===== src/rtl/bat_loader_pkg.sv =====
// ============================================================================
// Module  : bat_loader_pkg
// Purpose : Shared widths, state encoding and helpers for the boot loader.
// Revision: 1.0
// ============================================================================
`default_nettype none

package bat_loader_pkg;

   localparam int LOADER_WORD_W = 16;
   localparam int LOADER_BYTE_W = 8;
   localparam int STATE_W       = 3;

   typedef enum logic [STATE_W-1:0] {
      S_IDLE    = 3'd0,
      S_LEN_HI  = 3'd1,
      S_LEN_LO  = 3'd2,
      S_WORD_HI = 3'd3,
      S_WORD_LO = 3'd4,
      S_WRITE   = 3'd5,
      S_RELEASE = 3'd6,
      S_RUN     = 3'd7
   } loader_state_t;

   function automatic logic [LOADER_WORD_W-1:0] join_bytes(
      input logic [LOADER_BYTE_W-1:0] hi,
      input logic [LOADER_BYTE_W-1:0] lo
   );
      return {hi, lo};
   endfunction

endpackage

`default_nettype wire


===== src/rtl/program_loader_if.sv =====
// ============================================================================
// Module  : program_loader_if
// Purpose : Byte stream handshake plus CPU RAM/HALT port of the boot loader.
// Revision: 1.0
// ============================================================================
`default_nettype none

interface program_loader_if;
   import bat_loader_pkg::*;

   logic [LOADER_BYTE_W-1:0] rx_data;
   logic                     rx_valid;
   logic                     rx_ready;
   logic                     load_req;
   logic                     halt;
   logic [LOADER_WORD_W-1:0] address;
   logic                     addr_oe;
   logic [LOADER_WORD_W-1:0] data_out;
   logic                     data_oe;
   logic                     ram_rw;
   logic                     ram_en;
   logic                     done;

   modport master (
      input  rx_data, rx_valid, load_req,
      output rx_ready, halt, address, addr_oe, data_out, data_oe,
             ram_rw, ram_en, done
   );

   modport slave (
      output rx_data, rx_valid, load_req,
      input  rx_ready, halt, address, addr_oe, data_out, data_oe,
             ram_rw, ram_en, done
   );

endinterface

`default_nettype wire


===== src/rtl/program_loader.sv =====
// ============================================================================
// Module  : program_loader
// Purpose : Holds the CPU in HALT, loads a length-prefixed word image into RAM
//           from a byte stream, then releases the CPU.
// Revision: 1.0
// ============================================================================
`default_nettype none

module program_loader
   import bat_loader_pkg::*;
#(
   parameter logic [LOADER_WORD_W-1:0] BASE_ADDR    = 16'h0000,
   parameter int unsigned              WRITE_CYCLES = 1,
   parameter bit                       AUTO_START   = 1'b1
) (
   input  wire logic         clk,
   input  wire logic         rst,
   program_loader_if.master  bus
);

   localparam loader_state_t c_RESET_STATE = AUTO_START ? S_LEN_HI : S_IDLE;
   localparam logic [3:0]    c_WCNT_LOAD   = 4'(WRITE_CYCLES - 1);

   loader_state_t            state_r, state_n;
   logic [LOADER_BYTE_W-1:0] hi_r, hi_n;
   logic [LOADER_WORD_W-1:0] rem_r, rem_n;
   logic [3:0]               wcnt_r, wcnt_n;
   logic [LOADER_WORD_W-1:0] addr_r, addr_n;
   logic [LOADER_WORD_W-1:0] dout_r, dout_n;
   logic                     halt_r, halt_n;
   logic                     en_r, en_n;
   logic                     done_r, done_n;

   logic                     w_stream_state;
   logic                     w_rx_ready;
   logic                     w_accept;
   logic [LOADER_WORD_W-1:0] w_rx_word;

   assign w_stream_state = (state_r == S_LEN_HI)  || (state_r == S_LEN_LO) ||
                           (state_r == S_WORD_HI) || (state_r == S_WORD_LO);
   assign w_rx_ready     = w_stream_state && !rst;
   assign w_accept       = bus.rx_valid && w_rx_ready;
   assign w_rx_word      = join_bytes(hi_r, bus.rx_data);

   always_ff @(posedge clk or posedge rst) begin
      if (rst) begin
         state_r <= c_RESET_STATE;
         hi_r    <= '0;
         rem_r   <= '0;
         wcnt_r  <= '0;
         addr_r  <= BASE_ADDR;
         dout_r  <= '0;
         halt_r  <= 1'b1;
         en_r    <= 1'b0;
         done_r  <= 1'b0;
      end else begin
         state_r <= state_n;
         hi_r    <= hi_n;
         rem_r   <= rem_n;
         wcnt_r  <= wcnt_n;
         addr_r  <= addr_n;
         dout_r  <= dout_n;
         halt_r  <= halt_n;
         en_r    <= en_n;
         done_r  <= done_n;
      end
   end

   // Outputs are computed for the state being entered so they register in
   // step with the state change.
   always_comb begin
      state_n = state_r;
      hi_n    = hi_r;
      rem_n   = rem_r;
      wcnt_n  = wcnt_r;
      addr_n  = addr_r;
      dout_n  = dout_r;
      halt_n  = halt_r;
      en_n    = 1'b0;
      done_n  = done_r;

      case (state_r)
         S_IDLE, S_RUN: begin
            if (bus.load_req) begin
               state_n = S_LEN_HI;
               addr_n  = BASE_ADDR;
               done_n  = 1'b0;
               halt_n  = 1'b1;
            end
         end
         S_LEN_HI: begin
            if (w_accept) begin
               hi_n    = bus.rx_data;
               state_n = S_LEN_LO;
            end
         end
         S_LEN_LO: begin
            if (w_accept) begin
               rem_n   = w_rx_word;
               state_n = (w_rx_word == '0) ? S_RELEASE : S_WORD_HI;
            end
         end
         S_WORD_HI: begin
            if (w_accept) begin
               hi_n    = bus.rx_data;
               state_n = S_WORD_LO;
            end
         end
         S_WORD_LO: begin
            if (w_accept) begin
               dout_n  = w_rx_word;
               wcnt_n  = c_WCNT_LOAD;
               en_n    = 1'b1;
               state_n = S_WRITE;
            end
         end
         S_WRITE: begin
            if (wcnt_r == 4'd0) begin
               addr_n  = addr_r + 16'd1;
               rem_n   = rem_r - 16'd1;
               state_n = (rem_n == '0) ? S_RELEASE : S_WORD_HI;
            end else begin
               wcnt_n  = wcnt_r - 4'd1;
               en_n    = 1'b1;
            end
         end
         S_RELEASE: begin
            state_n = S_RUN;
            halt_n  = 1'b0;
            done_n  = 1'b1;
         end
         default: begin
            state_n = S_IDLE;
         end
      endcase
   end

   assign bus.rx_ready = w_rx_ready;
   assign bus.halt     = halt_r;
   assign bus.addr_oe  = halt_r;
   assign bus.address  = addr_r;
   assign bus.data_out = dout_r;
   assign bus.data_oe  = en_r;
   assign bus.ram_rw   = en_r;
   assign bus.ram_en   = en_r;
   assign bus.done     = done_r;

endmodule

`default_nettype wire


===== src/flat_wrapper.sv =====
// flat-port wrapper written by rule: the top's interface ports become plain ports
module program_loader_flat import bat_loader_pkg::*;
#(
   parameter logic [LOADER_WORD_W-1:0] BASE_ADDR    = 16'h0000,
   parameter int unsigned              WRITE_CYCLES = 1,
   parameter bit                       AUTO_START   = 1'b1
)
  (clk, rst, bus_rx_data, bus_rx_valid, bus_load_req, bus_rx_ready, bus_halt, bus_address, bus_addr_oe, bus_data_out, bus_data_oe, bus_ram_rw, bus_ram_en, bus_done);
  program_loader_if bus_i ();
  input  wire logic clk;
  input  wire logic rst;
  input wire logic [$bits(bus_i.rx_data)-1:0] bus_rx_data;
  input wire logic [$bits(bus_i.rx_valid)-1:0] bus_rx_valid;
  input wire logic [$bits(bus_i.load_req)-1:0] bus_load_req;
  output wire logic [$bits(bus_i.rx_ready)-1:0] bus_rx_ready;
  output wire logic [$bits(bus_i.halt)-1:0] bus_halt;
  output wire logic [$bits(bus_i.address)-1:0] bus_address;
  output wire logic [$bits(bus_i.addr_oe)-1:0] bus_addr_oe;
  output wire logic [$bits(bus_i.data_out)-1:0] bus_data_out;
  output wire logic [$bits(bus_i.data_oe)-1:0] bus_data_oe;
  output wire logic [$bits(bus_i.ram_rw)-1:0] bus_ram_rw;
  output wire logic [$bits(bus_i.ram_en)-1:0] bus_ram_en;
  output wire logic [$bits(bus_i.done)-1:0] bus_done;
  assign bus_i.rx_data = bus_rx_data;
  assign bus_i.rx_valid = bus_rx_valid;
  assign bus_i.load_req = bus_load_req;
  assign bus_rx_ready = bus_i.rx_ready;
  assign bus_halt = bus_i.halt;
  assign bus_address = bus_i.address;
  assign bus_addr_oe = bus_i.addr_oe;
  assign bus_data_out = bus_i.data_out;
  assign bus_data_oe = bus_i.data_oe;
  assign bus_ram_rw = bus_i.ram_rw;
  assign bus_ram_en = bus_i.ram_en;
  assign bus_done = bus_i.done;
  program_loader #(.BASE_ADDR(BASE_ADDR), .WRITE_CYCLES(WRITE_CYCLES), .AUTO_START(AUTO_START)) u_core (.clk(clk), .rst(rst), .bus(bus_i));
endmodule

===== config.mk =====
export PLATFORM = sky130hd
export DESIGN_NAME = program_loader_flat
export DESIGN_NICKNAME = d
export VERILOG_FILES = /design/src/rtl/bat_loader_pkg.sv /design/src/rtl/program_loader_if.sv /design/src/rtl/program_loader.sv /design/src/flat_wrapper.sv
export SDC_FILE = /design/constraint.sdc
export NUM_CORES = 1
export LEC_CHECK = 0
export ABC_CLOCK_PERIOD_IN_PS = 5200
export BUFFER_PORTS_ARGS = -buffer_cell sky130_fd_sc_hd__buf_2
export CAP_MARGIN = 20
export CELL_PAD_IN_SITES_DETAIL_PLACEMENT = 0
export CELL_PAD_IN_SITES_GLOBAL_PLACEMENT = 2
export CORE_MARGIN = 2
export CORE_UTILIZATION = 39
export DETAILED_ROUTE_END_ITERATION = 12
export GPL_ROUTABILITY_DRIVEN = 1
export HOLD_SLACK_MARGIN = 0.05
export PLACE_DENSITY_LB_ADDON = 0.1
export REMOVE_ABC_BUFFERS = 1
export SETUP_SLACK_MARGIN = 0.02
export SYNTH_ARGS = -nofsm -noshare
export SYNTH_HDL_FRONTEND = slang
export SYNTH_SLANG_ARGS = --single-unit

===== constraint.sdc =====
create_clock -name clk -period 5.2 [get_ports clk]
set_input_delay 1.04 -clock clk [delete_from_list [all_inputs] [get_ports clk]]
set_output_delay 1.04 -clock clk [all_outputs]
set_load 0.005 [all_outputs]

==> reports/qor.txt, run 1 <==
Core area = 0.00876 mm²
Net count, final = 425
Distinct cells, synth = 57
Worst Path Buf+Inv = 0
Main synth FF type = dfrtp_1
CP top delay family = simple AND/OR/NAND/NOR gates
Final WS setup = 2.57 ns
CTS Buf Count = 9
WS Path Type = flop to flop
Adder-cell share of the synthesized area = 0.0176
Layout area overhead = 14.5%
Num Clock Sinks = 66
Synth warnings = 0
VDD IR max = 0.220 mV
TritonCTS clock tree = yes
Post-synth EDFFs = 0
Sequential fraction of design power = 0.432
Commonest non-fill, non-tap cell in the layout = dfrtp_1
Int Pwr = 1.39 mW
Num ports = 51
Critical path's slowest cell = and3b_1
Post-Route WL = 8450 µm
Sw power = 0.864 mW
Min-Delay Path Class = flop to flop
DRT Pass-1 Iters = 4
RSZ-0062 raised after global routing = false
GRT overflow = 0
Sw frac = 0.383
Initial DRC count = 144
Post-CTS setup buffer count = 0
Max Freq = 380 MHz
Final worst path period share = 0.506
Commonest non-fill, non-tap cells in the layout = dfrtp_1, buf_2, nor2_1, nand2_1, mux2_2
Pwr Total = 2.25 mW
Leading post-synthesis cells by cell area = dfrtp_1, mux2_2, nor2_1
Layout cells sized above 1 = 0.252
Slew HR = 0.370
Final core utilization = 0.463
Num rows = 34
Status = complete, no violations
Clock root buffer = clkbuf_8
Final Critical Period = 2.63 ns
Worst path cell trace = and3b_1, nand2_1, o21a_1, o21a_1, o22a_1
PortBufs = 50
Setup violators final = 0
# hold bufs at CTS = 0
First-pass GRT wire length = 14700 µm
Via Count = 2869
Worst-path fanout max = 25
Crit. End Element = flop
Starting density of the core = 0.404
Synthesized area = 0.00354 mm²
Total leakage power = 1.82 nW
Critical Path AT = 2.85 ns
Dpl ws = 2.56 ns
Maxcap violations = 0
Max Clock Skew = 0.00849 ns
Cell mode on critical path = o21a_1
Max stage delay on crit path = 0.81 ns
CP required = 5.43 ns
Vias per inst = 5.51
Setup_tns = 0 ns
Final Hold Viols = 0
Synth Instances = 367
Height of the die = 99.3 µm
Fill cells = 864
Combinational power share = 0.352
Initial antenna violation count = 0
Xor-xnor portion of the synthesized cell area = 0.0222
Mux share of post-synthesis cell area = 0.0847
Vias in the first global route = 2859
Startpoint Class = flop
DP HPWL = 6130 µm
Worst-margin pin slew = 0.942 ns
Clock Tree Buf Depth = 2
Die ar. = 0.00987 mm²
Synth async-reset ratio = 1.00
Gpl congestion = 0.814
# resized after CTS = 0
Largest net degree at the start of global routing = 37
Chip width = 99.3 µm
Mean routed wirelength per cell = 16.2 µm
DRT antenna net count = 0
Pins Over Slew Limit = 0
Clk_lat worst skew = 0.33 ns
CTS H-tree depth = 3
Tot GR Track Use = 0.187
Seq cells post-synth = 66
Compound-cell area share of the yosys netlist = 0.156
Largest family of logic cells by synthesized area = simple AND/OR/NAND/NOR gates
Post-synthesis sequential area ratio = 0.467
Mean Syn Cell Area = 9.66 µm²
Power share of the clock group = 0.216
Largest area contributor in the netlist = dfrtp_1
Reg clk slew, reported paths = 0.08 ns
Post-synth top area share = 0.452
Simple-Gate Fraction of Synth Area = 0.214
DRC viols = 0
PwrDens = 555 mW/mm²
N_diodes = 0
==> power by group through the flow <==
stage               Sequential, mW  Combinational [mW]  Clock (mW)
finish                       0.973               0.794       0.486
detailed placement           0.980               0.799           0
global route                  1.02               0.909       0.525
global placement             0.975               0.801           0
floorplan                    0.918               0.565           0
CTS                          0.971               0.806       0.501
==> cells by family (layout without fill, tap and decap cells) <==
kind of cell,after synthesis,after routing
XOR/XNOR,9,9
buffers and inverters,29,75
multiplexers,27,27
flip-flops,66,66
AO/OA/AOI/OAI,91,91
adder cells (fa/ha/maj),5,5
AND/OR/NAND/NOR,140,140
==> metrics by stage <==
stage / std cells / hold WS [ns] / instance area (µm²)
2_1_floorplan: 345 / 0.469 / 3430
3_3_place_gp: 505 / 0.461 / 3830
3_5_place_dp: 505 / 0.466 / 3830
4_1_cts: 521 / 0.475 / 4060
5_1_grt: 521 / 0.504 / 4060
6_report: 521 / 0.466 / 4060
==> routing by layer <==
layer | GRT usage | wire [µm] | vias to the layer above
met5 | 0 | 0 | -
met4 | 0.0653 | 91 | 0
met3 | 0.0295 | 266 | 9
met2 | 0.261 | 3620 | 55
met1 | 0.292 | 4470 | 1392
li1 | - | - | 1413
==> final timing paths <==
check	start	endpoint	slack, ns	cells after the start
setup / recovery	u_core.state_r[2]$_DFFE_PP0P_	u_core.rem_r[14]$_DFFE_PP0P_	2.57	5
hold / removal	u_core.bus.address[15]$_DFFE_PP0P_	u_core.bus.address[15]$_DFFE_PP0P_	0.47	1
setup reg to reg	u_core.state_r[2]$_DFFE_PP0P_	u_core.rem_r[14]$_DFFE_PP0P_	2.57	5
hold reg to reg	u_core.bus.address[15]$_DFFE_PP0P_	u_core.bus.address[15]$_DFFE_PP0P_	0.47	1
max in group asynchronous	rst	u_core.state_r[0]$_DFFE_PP1P_	3.43	3
min in group asynchronous	rst	u_core.wcnt_r[3]$_DFFE_PP0P_	0.82	2
==> Yosys cell counts (all sizes together) (5+ instances only) <==
library cell / number
a21oi: 23
a22oi: 6
buf: 13
clkbuf: 9
dfrtp: 64
ha: 5
inv: 7
mux2: 24
nand2: 33
nand2b: 5
nand3: 10
nand3b: 5
nand4: 8
nor2: 36
nor3: 11
nor4: 8
o21ai: 32
o22ai: 7
xor2: 7
==> sequential cells by signal, summed over array words and instances (netlist names) <==
name and count:
u_core.bus.done 1, u_core.wcnt_r 4, u_core.state_r 3, u_core.bus.data_oe 1, u_core.hi_r 8, u_core.rem_r 16
u_core.bus.address 16, u_core.bus.data_out 16, u_core.bus.addr_oe 1
==> layout make-up <==
cell class | instances | area (µm²) | share of cell area
multi-input combinational | 272 | 1750 | 0.432
clock inverter | 6 | 88.8 | 0.0219
clock buffer | 10 | 138 | 0.0339
timing repair buffer | 52 | 265 | 0.0654
tap | 108 | 135 | 0.0333
inverter | 7 | 26.3 | 0.00647
sequential | 66 | 1650 | 0.408
(Power assumes the default switching activity.)
==> run 2: changes to the inputs <==
ABC_AREA = 1   (was unset)
ABC_CLOCK_PERIOD_IN_PS = 2500   (was 5200)
CORE_UTILIZATION = 33   (was 39)
clock period = 2.5 ns   (was 5.2 ns; I/O delays follow)
==> reports/qor.txt, run 2 <==
Worst-path fanout max = 5 (-80%)
# resized after CTS = 0 (unchanged)
Status = complete, no violations
Synthesized area = 0.00360 mm² (+1.7%)
Simple-Gate Fraction of Synth Area = 0.261 (+0.0471)
Clk_lat worst skew = 0.35 ns (+0.02 ns)
Post-synth EDFFs = 0 (unchanged)
CTS H-tree depth = 3 (unchanged)
GRT overflow = 0 (unchanged)
Worst R2R Setup Slack = 0.47 ns (-2.10 ns)
Largest family of logic cells by synthesized area = simple AND/OR/NAND/NOR gates
Setup_tns = 0 ns (unchanged)
Tot GR Track Use = 0.173 (-0.0137)
Slew HR = 0.650 (+0.280)
WS Path Type = flop to output port
Initial DRC count = 135 (-6.3%)
Distinct cells, synth = 34 (-40%)
DP HPWL = 6880 µm (+12%)
Die ar. = 0.0118 mm² (+19%)
Num rows = 38 (+12%)
Net count, final = 546 (+28%)
CTS Buf Count = 9 (unchanged)
Core area = 0.0107 mm² (+23%)
Post-synth top area share = 0.444 (-0.00753)
Startpoint Class = flop
DRT antenna net count = 0 (unchanged)
Height of the die = 109 µm (+9.2%)
Min-Delay Path Class = primary input to async pin
Final Hold Viols = 0 (unchanged)
Clock Tree Buf Depth = 2 (unchanged)
Pins Over Slew Limit = 0 (unchanged)
Compound-cell area share of the yosys netlist = 0.149 (-0.00711)
N_diodes = 0 (unchanged)
Clock root buffer = clkbuf_8
Mean routed wirelength per cell = 14.0 µm (-14%)
Post-Route WL = 9420 µm (+11%)
Setup violators final = 0 (unchanged)
Total leakage power = 2.19 nW (+20%)
Layout area overhead = 17.6%
DRT Pass-1 Iters = 5 (+1)
Synth warnings = 0 (unchanged)
Commonest non-fill, non-tap cell in the layout = nand2_1
Maxcap violations = 0 (unchanged)
Gpl congestion = 0.782 (-3.9%)
Synth Instances = 474 (+29%)
Critical Path AT = 1.58 ns (-1.27 ns)
CP required = 2.00 ns (-3.43 ns)
Final Critical Period = 2.08 ns
Largest area contributor in the netlist = dfrtp_1
Chip width = 109 µm (+9.2%)
Synth cell count leaders = nand2_1, inv_1, dfrtp_1, nor2_1, o21ai_0
Worst-margin pin slew = 0.524 ns (-0.418 ns)
Non-filler cells, final = 674 (+29%)
R2R depth = 14 (+9)
Mux share of post-synthesis cell area = 0 (-0.0847)
RSZ-0062 raised after global routing = false
DRC viols = 0 (unchanged)
Seq cells post-synth = 66 (unchanged)
Max Freq = 481 MHz
Leading post-synthesis cells by cell area = dfrtp_1, nand2_1, o21ai_0
Reg clk slew, reported paths = 0.08 ns (about the same)
Xor-xnor portion of the synthesized cell area = 0.0219 (-0.000371)
Largest net degree at the start of global routing = 37 (unchanged)
PortBufs = 50 (unchanged)
Starting density of the core = 0.335 (-0.0690)
VDD IR max = 0.433 mV (+96%)
Commonest non-fill, non-tap cells in the layout = nand2_1, inv_1, dfrtp_1, nor2_1, o21ai_0
Synth async-reset ratio = 1.00 (unchanged)
Adder-cell share of the synthesized area = 0.0174 (-0.000294)
Most frequent cell after synthesis = nand2_1
Vias in the first global route = 3105 (+8.6%)
Crit. End Element = output port
# hold bufs at CTS = 0 (unchanged)
Placed Instances = 658 (+30%)
Layout cells sized above 1 = 0.189 (-0.0627)
PwrDens = 1090 mW/mm² (+97%)
Num Clock Sinks = 66 (unchanged)
Mean Syn Cell Area = 7.60 µm² (-21%)
Post-synthesis sequential area ratio = 0.459 (-0.00777)
Main synth FF type = dfrtp_1
First-pass GRT wire length = 15600 µm (+6.2%)
Num ports = 51 (unchanged)
Critical R2R Launch = u_core.rem_r[6]$_DFFE_PP0P_
TritonCTS clock tree = yes
Max Clock Skew = 0.0109 ns (+0.00243 ns)
Initial antenna violation count = 0 (unchanged)
Vias per inst = 4.70 (-15%)
Final worst path period share = 0.831
Via Count = 3165 (+10%)
Post-CTS setup buffer count = 0 (unchanged)
Reg-to-reg critical path endpoint = u_core.state_r[2]$_DFFE_PP0P_
-- run 2: cell count changes after synthesis, moves of 5 or more --
cell and change:
nand3_1 +9, a22oi_1 -6, nand2_2 +8, o21ai_2 +7, o21ai_1 -12, buf_2 -6, nand2_1 +85, a21oi_1 -14
o21ai_0 +41, nor2_1 +18, clkbuf_1 -5, inv_1 +58, mux2_2 -24
-- run 2: power breakdown --
group	total [mW]	leakage, nW	switching (mW)	internal [mW]
logic	1.87	1.22	1.21	0.661
registers	1.71	0.861	0.283	1.42
clock network	1.06	0.112	0.465	0.591
-- run 2: worst max-delay path: stages, from the launching register on --
cell	delay, ns
dfstp_2	0.58
inv_1	0.10
nor2_2	0.14
nor2_1	0.12
a21oi_2	0.16
buf_2	0.14
-- run 2: cell families after synthesis --
group           Yosys count
compound gates           94
xor+xnor                  9
fa+ha+maj                 5
buf+inv                  80
flops                    66
simple gates            220
-- run 2: stage by stage --
| step | area, µm² | util | hold WS [ns] | power [mW] | setup WS [ns] |
|---|---|---|---|---|---|
| floorplan | 3530 | - | 0.453 | 3.02 | 0.349 |
| global route | 4240 | 0.395 | 0.236 | 5.08 | 0.219 |
| CTS | 4240 | 0.395 | 0.213 | 4.69 | 0.394 |
| detailed placement | 4010 | 0.373 | 0.473 | 3.61 | 0.487 |
| global placement | 4010 | 0.373 | 0.464 | 3.62 | 0.469 |
| finish | 4240 | 0.395 | 0.199 | 4.64 | 0.423 |
-- run 2: routing by layer --
metal	track usage	wire length [µm]	vias to the layer above
met1	0.249	4960	1480
li1	-	-	1628
met5	0	0	-
met2	0.263	4090	47
met4	0.0632	123	0
met3	0.0283	248	10
-- run 2: final cells by class --
| type | count | area [µm²] |
|---|---|---|
| Clock buffer | 10 | 138 |
| Clock inverter | 6 | 90.1 |
| Fill cell | 1162 | 6500 |
| Inverter | 68 | 258 |
| Multi-Input combinational cell | 328 | 1620 |
| Sequential cell | 66 | 1650 |
| Tap cell | 140 | 175 |
| Timing Repair Buffer | 56 | 308 |
-- run 2: worst max-delay path by stage --
stage	from	to	cells past startpoint
3_5_place_dp	u_core.state_r[0]$_DFFE_PP1P_	u_core.rem_r[5]$_DFFE_PP0P_	11
2_1_floorplan	rst	u_core.bus.address[0]$_DFFE_PP0P_	1
3_3_place_gp	u_core.rem_r[6]$_DFFE_PP0P_	u_core.state_r[2]$_DFFE_PP0P_	14
6_report	u_core.state_r[0]$_DFFE_PP1P_	bus_rx_ready	5
5_1_grt	u_core.rem_r[0]$_DFFE_PP0P_	u_core.state_r[2]$_DFFE_PP0P_	14
4_1_cts	u_core.state_r[0]$_DFFE_PP1P_	bus_rx_ready	5
